File: config.mk
export PLATFORM = sky130hd
export DESIGN_NAME = rs_bank
export DESIGN_NICKNAME = d
export VERILOG_FILES = /design/src/rtl/rs_bank_pkg.sv /design/src/rtl/rs_slot.sv /design/src/rtl/rs_bank.sv
export SDC_FILE = /design/constraint.sdc
export NUM_CORES = 2
export LEC_CHECK = 0
export CAP_MARGIN = 5
export CORE_UTILIZATION = 30
export CTS_CLUSTER_DIAMETER = 80
export DETAILED_ROUTE_END_ITERATION = 8
export GPL_ROUTABILITY_DRIVEN = 1
export SYNTH_ARGS = -nofsm -noshare
export SYNTH_HDL_FRONTEND = slang
export SYNTH_SLANG_ARGS = --single-unit
File: constraint.sdc
create_clock -name clock -period 8.1 [get_ports clock]
set_clock_uncertainty 0.05 [all_clocks]
set_input_delay 1.62 -clock clock [delete_from_list [all_inputs] [get_ports clock]]
set_output_delay 1.62 -clock clock [all_outputs]
set_load 0.01 [all_outputs]
File: src/rtl/rs_bank_pkg.sv
// rs_bank_pkg: shared packet types, widths and the reset NOP packet for the reservation-station bank
package rs_bank_pkg;
  localparam int XLEN = 32;
  localparam int ROB_LEN = 16;
  localparam int TAG_BITS = $clog2(ROB_LEN);
  typedef struct packed {
    logic valid;
    logic [XLEN-1:0] pc;
    logic [31:0] inst;
    logic [XLEN-1:0] rs1_value;
    logic [XLEN-1:0] rs2_value;
  } ID_PACKET;
  typedef struct packed {
    logic rs1_ready;
    logic [TAG_BITS-1:0] rs1_tag;
    logic rs2_ready;
    logic [TAG_BITS-1:0] rs2_tag;
  } MT2RS_PACKET;
  typedef struct packed {
    logic valid;
    logic [XLEN-1:0] pc;
    logic [31:0] inst;
    logic [TAG_BITS-1:0] dest_reg_idx;
    logic [XLEN-1:0] rs1_value;
    logic [XLEN-1:0] rs2_value;
  } IS_PACKET;
  localparam IS_PACKET NOP_PACKET = '{valid: 1'b0, pc: '0, inst: 32'h0000_0013, dest_reg_idx: '0, rs1_value: '0, rs2_value: '0};
endpackage

File: src/rtl/rs_slot.sv
// rs_slot: one reservation-station entry with dispatch-time CDB bypass, CDB wakeup (lowest port wins) and ready flag
module rs_slot
  import rs_bank_pkg::*;
#(
  parameter int CDB_WIDTH = 2,
  parameter int TAG_W = TAG_BITS
) (
  input  logic clock,
  input  logic reset_n,
  input  logic squash,
  input  logic load,
  input  logic free,
  input  ID_PACKET id_packet_in,
  input  MT2RS_PACKET mt2rs_packet_in,
  input  logic [TAG_W-1:0] rob_tag_in,
  input  logic [CDB_WIDTH-1:0] cdb_valid,
  input  logic [CDB_WIDTH-1:0][TAG_W-1:0] cdb_tag,
  input  logic [CDB_WIDTH-1:0][XLEN-1:0] cdb_value,
  output logic busy,
  output logic ready,
  output IS_PACKET packet
);
  logic [TAG_W-1:0] tag1, tag2, in_tag1, in_tag2, nxt_tag1, nxt_tag2;
  logic [XLEN-1:0] nxt_val1, nxt_val2;
  always_comb begin
    in_tag1 = load ? (mt2rs_packet_in.rs1_ready ? '0 : mt2rs_packet_in.rs1_tag) : tag1;
    in_tag2 = load ? (mt2rs_packet_in.rs2_ready ? '0 : mt2rs_packet_in.rs2_tag) : tag2;
    nxt_tag1 = in_tag1;
    nxt_tag2 = in_tag2;
    nxt_val1 = load ? id_packet_in.rs1_value : packet.rs1_value;
    nxt_val2 = load ? id_packet_in.rs2_value : packet.rs2_value;
    for (int k = CDB_WIDTH - 1; k >= 0; k--) begin
      if (cdb_valid[k] && in_tag1 != '0 && cdb_tag[k] == in_tag1) begin
        nxt_tag1 = '0;
        nxt_val1 = cdb_value[k];
      end
      if (cdb_valid[k] && in_tag2 != '0 && cdb_tag[k] == in_tag2) begin
        nxt_tag2 = '0;
        nxt_val2 = cdb_value[k];
      end
    end
  end
  always_ff @(posedge clock) begin
    if (!reset_n || squash) begin
      busy <= 1'b0;
      tag1 <= '0;
      tag2 <= '0;
      packet <= NOP_PACKET;
    end else if (load) begin
      busy <= 1'b1;
      tag1 <= nxt_tag1;
      tag2 <= nxt_tag2;
      packet <= '{valid: 1'b1, pc: id_packet_in.pc, inst: id_packet_in.inst, dest_reg_idx: rob_tag_in,
                  rs1_value: nxt_val1, rs2_value: nxt_val2};
    end else begin
      busy <= busy && !free;
      tag1 <= nxt_tag1;
      tag2 <= nxt_tag2;
      packet.rs1_value <= nxt_val1;
      packet.rs2_value <= nxt_val2;
    end
  end
  assign ready = busy && tag1 == '0 && tag2 == '0;
endmodule

File: src/rtl/rs_bank.sv
// rs_bank: RS_DEPTH-entry reservation station, lowest-free dispatch, select lowest-index ready (oldest ready when RS_AGE_SELECT_EN)
module rs_bank
  import rs_bank_pkg::*;
#(
  parameter int RS_DEPTH = 8,
  parameter int CDB_WIDTH = 2,
  parameter int TAG_W = $clog2(ROB_LEN)
) (
  input  logic clock,
  input  logic reset_n,
  input  logic dispatch_valid,
  input  ID_PACKET id_packet_in,
  input  MT2RS_PACKET mt2rs_packet_in,
  input  logic [TAG_W-1:0] rob_tag_in,
  input  logic [CDB_WIDTH-1:0] cdb_valid,
  input  logic [CDB_WIDTH-1:0][TAG_W-1:0] cdb_tag,
  input  logic [CDB_WIDTH-1:0][XLEN-1:0] cdb_value,
  input  logic issue_ready,
  input  logic squash,
  output logic dispatch_ready,
  output logic issue_valid,
  output IS_PACKET issue_packet,
  output logic [$clog2(RS_DEPTH):0] free_count
);
  localparam int IW = $clog2(RS_DEPTH);
  logic [RS_DEPTH-1:0] busy, ready, load, free;
  IS_PACKET pkts [RS_DEPTH];
  logic [IW-1:0] free_idx, sel;
  logic do_disp, do_issue;
  always_comb begin
    free_idx = '0;
    free_count = '0;
    for (int i = RS_DEPTH - 1; i >= 0; i--) begin
      free_idx = busy[i] ? free_idx : IW'(i);
      free_count = free_count + (IW+1)'(!busy[i]);
    end
  end
`ifdef RS_AGE_SELECT_EN
  logic [IW-1:0] rank [RS_DEPTH];
  logic [IW-1:0] best;
  logic found;
  always_comb begin
    sel = '0;
    best = '0;
    found = 1'b0;
    for (int i = 0; i < RS_DEPTH; i++) begin
      if (ready[i] && (!found || rank[i] > best)) begin
        sel = IW'(i);
        best = rank[i];
        found = 1'b1;
      end
    end
  end
  always_ff @(posedge clock) begin
    for (int i = 0; i < RS_DEPTH; i++) begin
      if (!reset_n || squash || load[i]) rank[i] <= '0;
      else if (busy[i] && !free[i]) rank[i] <= rank[i] + IW'(do_disp) - IW'(do_issue && rank[i] > rank[sel]);
    end
  end
`else
  always_comb begin
    sel = '0;
    for (int i = RS_DEPTH - 1; i >= 0; i--) sel = ready[i] ? IW'(i) : sel;
  end
`endif
  assign dispatch_ready = !(&busy);
  assign issue_valid = |ready;
  assign issue_packet = issue_valid ? pkts[sel] : NOP_PACKET;
  assign do_disp = dispatch_valid && dispatch_ready && !squash;
  assign do_issue = issue_valid && issue_ready && !squash;
  for (genvar g = 0; g < RS_DEPTH; g++) begin : g_slot
    assign load[g] = do_disp && free_idx == IW'(g);
    assign free[g] = do_issue && sel == IW'(g);
    rs_slot #(.CDB_WIDTH(CDB_WIDTH), .TAG_W(TAG_W)) u_slot (
      .clock(clock), .reset_n(reset_n), .squash(squash), .load(load[g]), .free(free[g]),
      .id_packet_in(id_packet_in), .mt2rs_packet_in(mt2rs_packet_in), .rob_tag_in(rob_tag_in),
      .cdb_valid(cdb_valid), .cdb_tag(cdb_tag), .cdb_value(cdb_value),
      .busy(busy[g]), .ready(ready[g]), .packet(pkts[g])
    );
  end
endmodule

==> summary.md <==
| Metric | Value |
|---|---|
| Setup crit end kind | primary output |
| Syn. warnings | 0 |
| DR WL met2 | 119000 um |
| Cts hold-fix bufs | 0 |
| Min cycle time layout | 7.38 ns |
| Routed Antenna Nets | 0 |
| Setup Buffers After CTS | 0 |
| Async set-reset flop share out of synthesis | 0% |
| Synth Register Bits | 1136 |
| Area contributors post-synth | dfxtp_1 38%, nand2_1 9.2%, mux2i_1 8.0%, a21oi_1 6.9%, a22o_1 5.2% |
| Met3 wire len | 28800 um |
| Outcome | complete, no violations |
| Layout area overhead | 16.2% |
| CTS max path bufs | 3 |
| Seq/Total Area, Yosys | 38.1% |
| First-pass GRT wire length | 381000 um |
| Maximum VDD drop | 0.196 mV |
| Mapped Area | 59600 um2 |
| Synth cell types | 97 |
| Unrepaired setup endpoints after global routing | no |
| Latest clock arrival within the worst-skew pair | 0.79 ns |
| Slew margin rel. | 5.82% |
| Final Hold Viols | 0 |
| Antenna violations before repair | 43 |
| GR Overflow Total | 0 |
| M1 WL | 101000 um |
| DR iter-0 viols | 7227 |
| Via count | 59000 |
| CTS tree | yes |
| Worst Path Max Fanout | 29 |
| Critical Path RT | 6.43 ns |
| Post-DP HPWL | 155000 um |
| Total of max-cap violations | 0 |
| Total CTS buffers | 135 |
| Setup TNS | 0 ns |
| Post-synth EDFFs | 0 |
| Final slew viol count | 0 |
| HP Class | reg -> reg |
| Avg Inst Size Synth | 8.06 um2 |
| FP Rows | 163 |
| Die width | 448 um |
| Top_reg_cell synth | dfxtp_1 |
| Post-synth top area share | 38.1% |
| Leakage | 25.7 nW |
| Achievable frequency | 135 MHz |
| DRT Wirelength | 265000 um |
| CTS H-tree lvls | 4 |
| Number of I/O port buffers | 359 |
| Initial Utilization | 30.2% |
| Clock sinks | 1136 |
| DRC errors left | 0 |
| Pin count of the biggest net entering global routing | 241 |
| Clk pin slew, worst setup/hold paths | 0.06 ns |
| Via/cell ratio | 5.89 |
| Total track usage | 25.4% |
| Die area | 201000 um2 |
| Root buf cell | clkbuf_16 |
| Setup violators final | 0 |
| WS Path Type | reg -> out |
| Leading area contributor after synthesis | dfxtp_1 |
| Crit share post-route | 91.1% |
| Uppermost routed layer | met5 |
| Net count, final | 7482 |
| WHS | 0.399 ns |
| Post-CTS Resized | 0 |
| Syn nets | 7627 |
| Placeable Area | 197000 um2 |
| Worst-margin pin slew | 1.41 ns |
| 1st-pass router iterations | 8 |
| Startpoint types | register |
| Pwr/cell area | 184 nW/um2 |
| Most frequent cells after synthesis | 1464 x nand2_1, 1136 x dfxtp_1, 822 x a21oi_1 |
| Height of the chip | 448 um |
| # IOs | 361 |
| Post-DR wirelength/cell | 26.5 um |
| Top-count cell post-synth | nand2_1 |
| Cell count after synthesis | 7396 |
| Share of layout cells above drive strength 1 | 8.47% |
| Vias in the first global route | 56600 |
| Gpl congestion | 0.921 |
| CP Data Arrival Time | 5.71 ns |
| Post-layout util | 35.1% |
[logic make-up (layout without fill, tap and decap cells)]
kind of cell / Yosys count / after routing / share of synthesized area, %
simple gates: 2419 / 2419 / 17.4
buf+inv: 956 / 915 / 7.07
compound gates: 2158 / 2158 / 24.8
mux: 630 / 630 / 11.1
fa+ha+maj: 9 / 9 / 0.239
flops: 1136 / 1136 / 38.1
xor+xnor: 88 / 88 / 1.29
other cells: 0 / 18 / 0
[worst max-delay path, cell delays in order, from the launching register on]
cell and delay [ns]:
dfxtp_1 0.35, nor4_1 0.54, nand3_1 0.36, a21boi_0 0.54, o21ai_4 0.12, and2_4 0.27
o21ai_4 0.54, buf_4 0.65, mux2i_1 0.15, o21ai_0 0.67, clkdlybuf4s50_1 0.68
[stage by stage]
| stage | instances | cell area (um2) | worst slack (ns) | total power, W |
|---|---|---|---|---|
| 3_3_place_gp | 9754 | 64800 | 1.52 | 0.00658 |
| 2_1_floorplan | 7396 | 59600 | 3.63 | 0.00622 |
| 5_1_grt | 10000 | 69300 | 0.744 | 0.0131 |
| 4_1_cts | 9995 | 69200 | 0.777 | 0.0128 |
| 3_5_place_dp | 9754 | 64800 | 1.44 | 0.00660 |
| 6_report | 10000 | 69300 | 0.718 | 0.0128 |
[area by class of cell]
type | count | area, um2
diodes | 18 | 45.0
multi-input cells | 5304 | 33200
fillers | 20200 | 128000
well taps | 2640 | 3300
flip-flops and latches | 1136 | 22700
clock inverters | 42 | 442
clock buffers | 199 | 4050
repair buffers | 527 | 4920
inverters | 147 | 552
[metal layers]
layer | GRT usage (%) | up-vias
met5 | 0 | -
met4 | 14.7 | 50
met3 | 6.95 | 965
met2 | 40.0 | 3552
met1 | 31.0 | 28400
li1 | - | 26100
[where the power goes]
| part | total [W] | leakage, nW | switching (W) | internal [W] |
|---|---|---|---|---|
| Sequential | 0.00562 | 9.15 | 0.0000114 | 0.00561 |
| Clock | 0.00626 | 2.22 | 0.00262 | 0.00364 |
| Combinational | 0.000889 | 14.3 | 0.000599 | 0.000290 |
[state kept, by name, summed over array words and instances (netlist names)]
signal                cells
g_slot.u_slot.packet   1064
g_slot.u_slot.tag1       32
g_slot.u_slot.busy        8
g_slot.u_slot.tag2       32
[path summary, 6_finish.rpt]
path / start / to / slack (ns) / cells after the start
min reg2reg: g_slot[3].u_slot.packet[127] / g_slot[3].u_slot.packet[127] / 0.40 / 2
max reg2reg: g_slot[0].u_slot.busy / g_slot[3].u_slot.packet[20] / 2.84 / 10
max: g_slot[6].u_slot.tag2[0] / issue_packet[58] / 0.72 / 10
min: g_slot[3].u_slot.packet[127] / g_slot[3].u_slot.packet[127] / 0.40 / 2
[cells in the final DEF, fill, tap and decap left out, types with 71 or more instances in the layout]
cell | synthesis | routed
a21oi_1 | 822 | 821
a222oi_1 | 110 | 110
a22o_1 | 352 | 352
a31oi_1 | 167 | 161
buf_4 | 78 | 162
clkbuf_16 | 0 | 141
clkdlybuf4s50_1 | 0 | 358
dfxtp_1 | 1136 | 1136
inv_1 | 144 | 144
mux2_2 | 92 | 92
mux2i_1 | 476 | 476
nand2_1 | 1464 | 1459
nand3_1 | 120 | 115
nor2_1 | 431 | 421
nor2b_1 | 111 | 111
o21ai_0 | 131 | 129
o221ai_1 | 111 | 110
xnor2_1 | 71 | 71
Note: power is estimated with default switching activity, not from simulation.
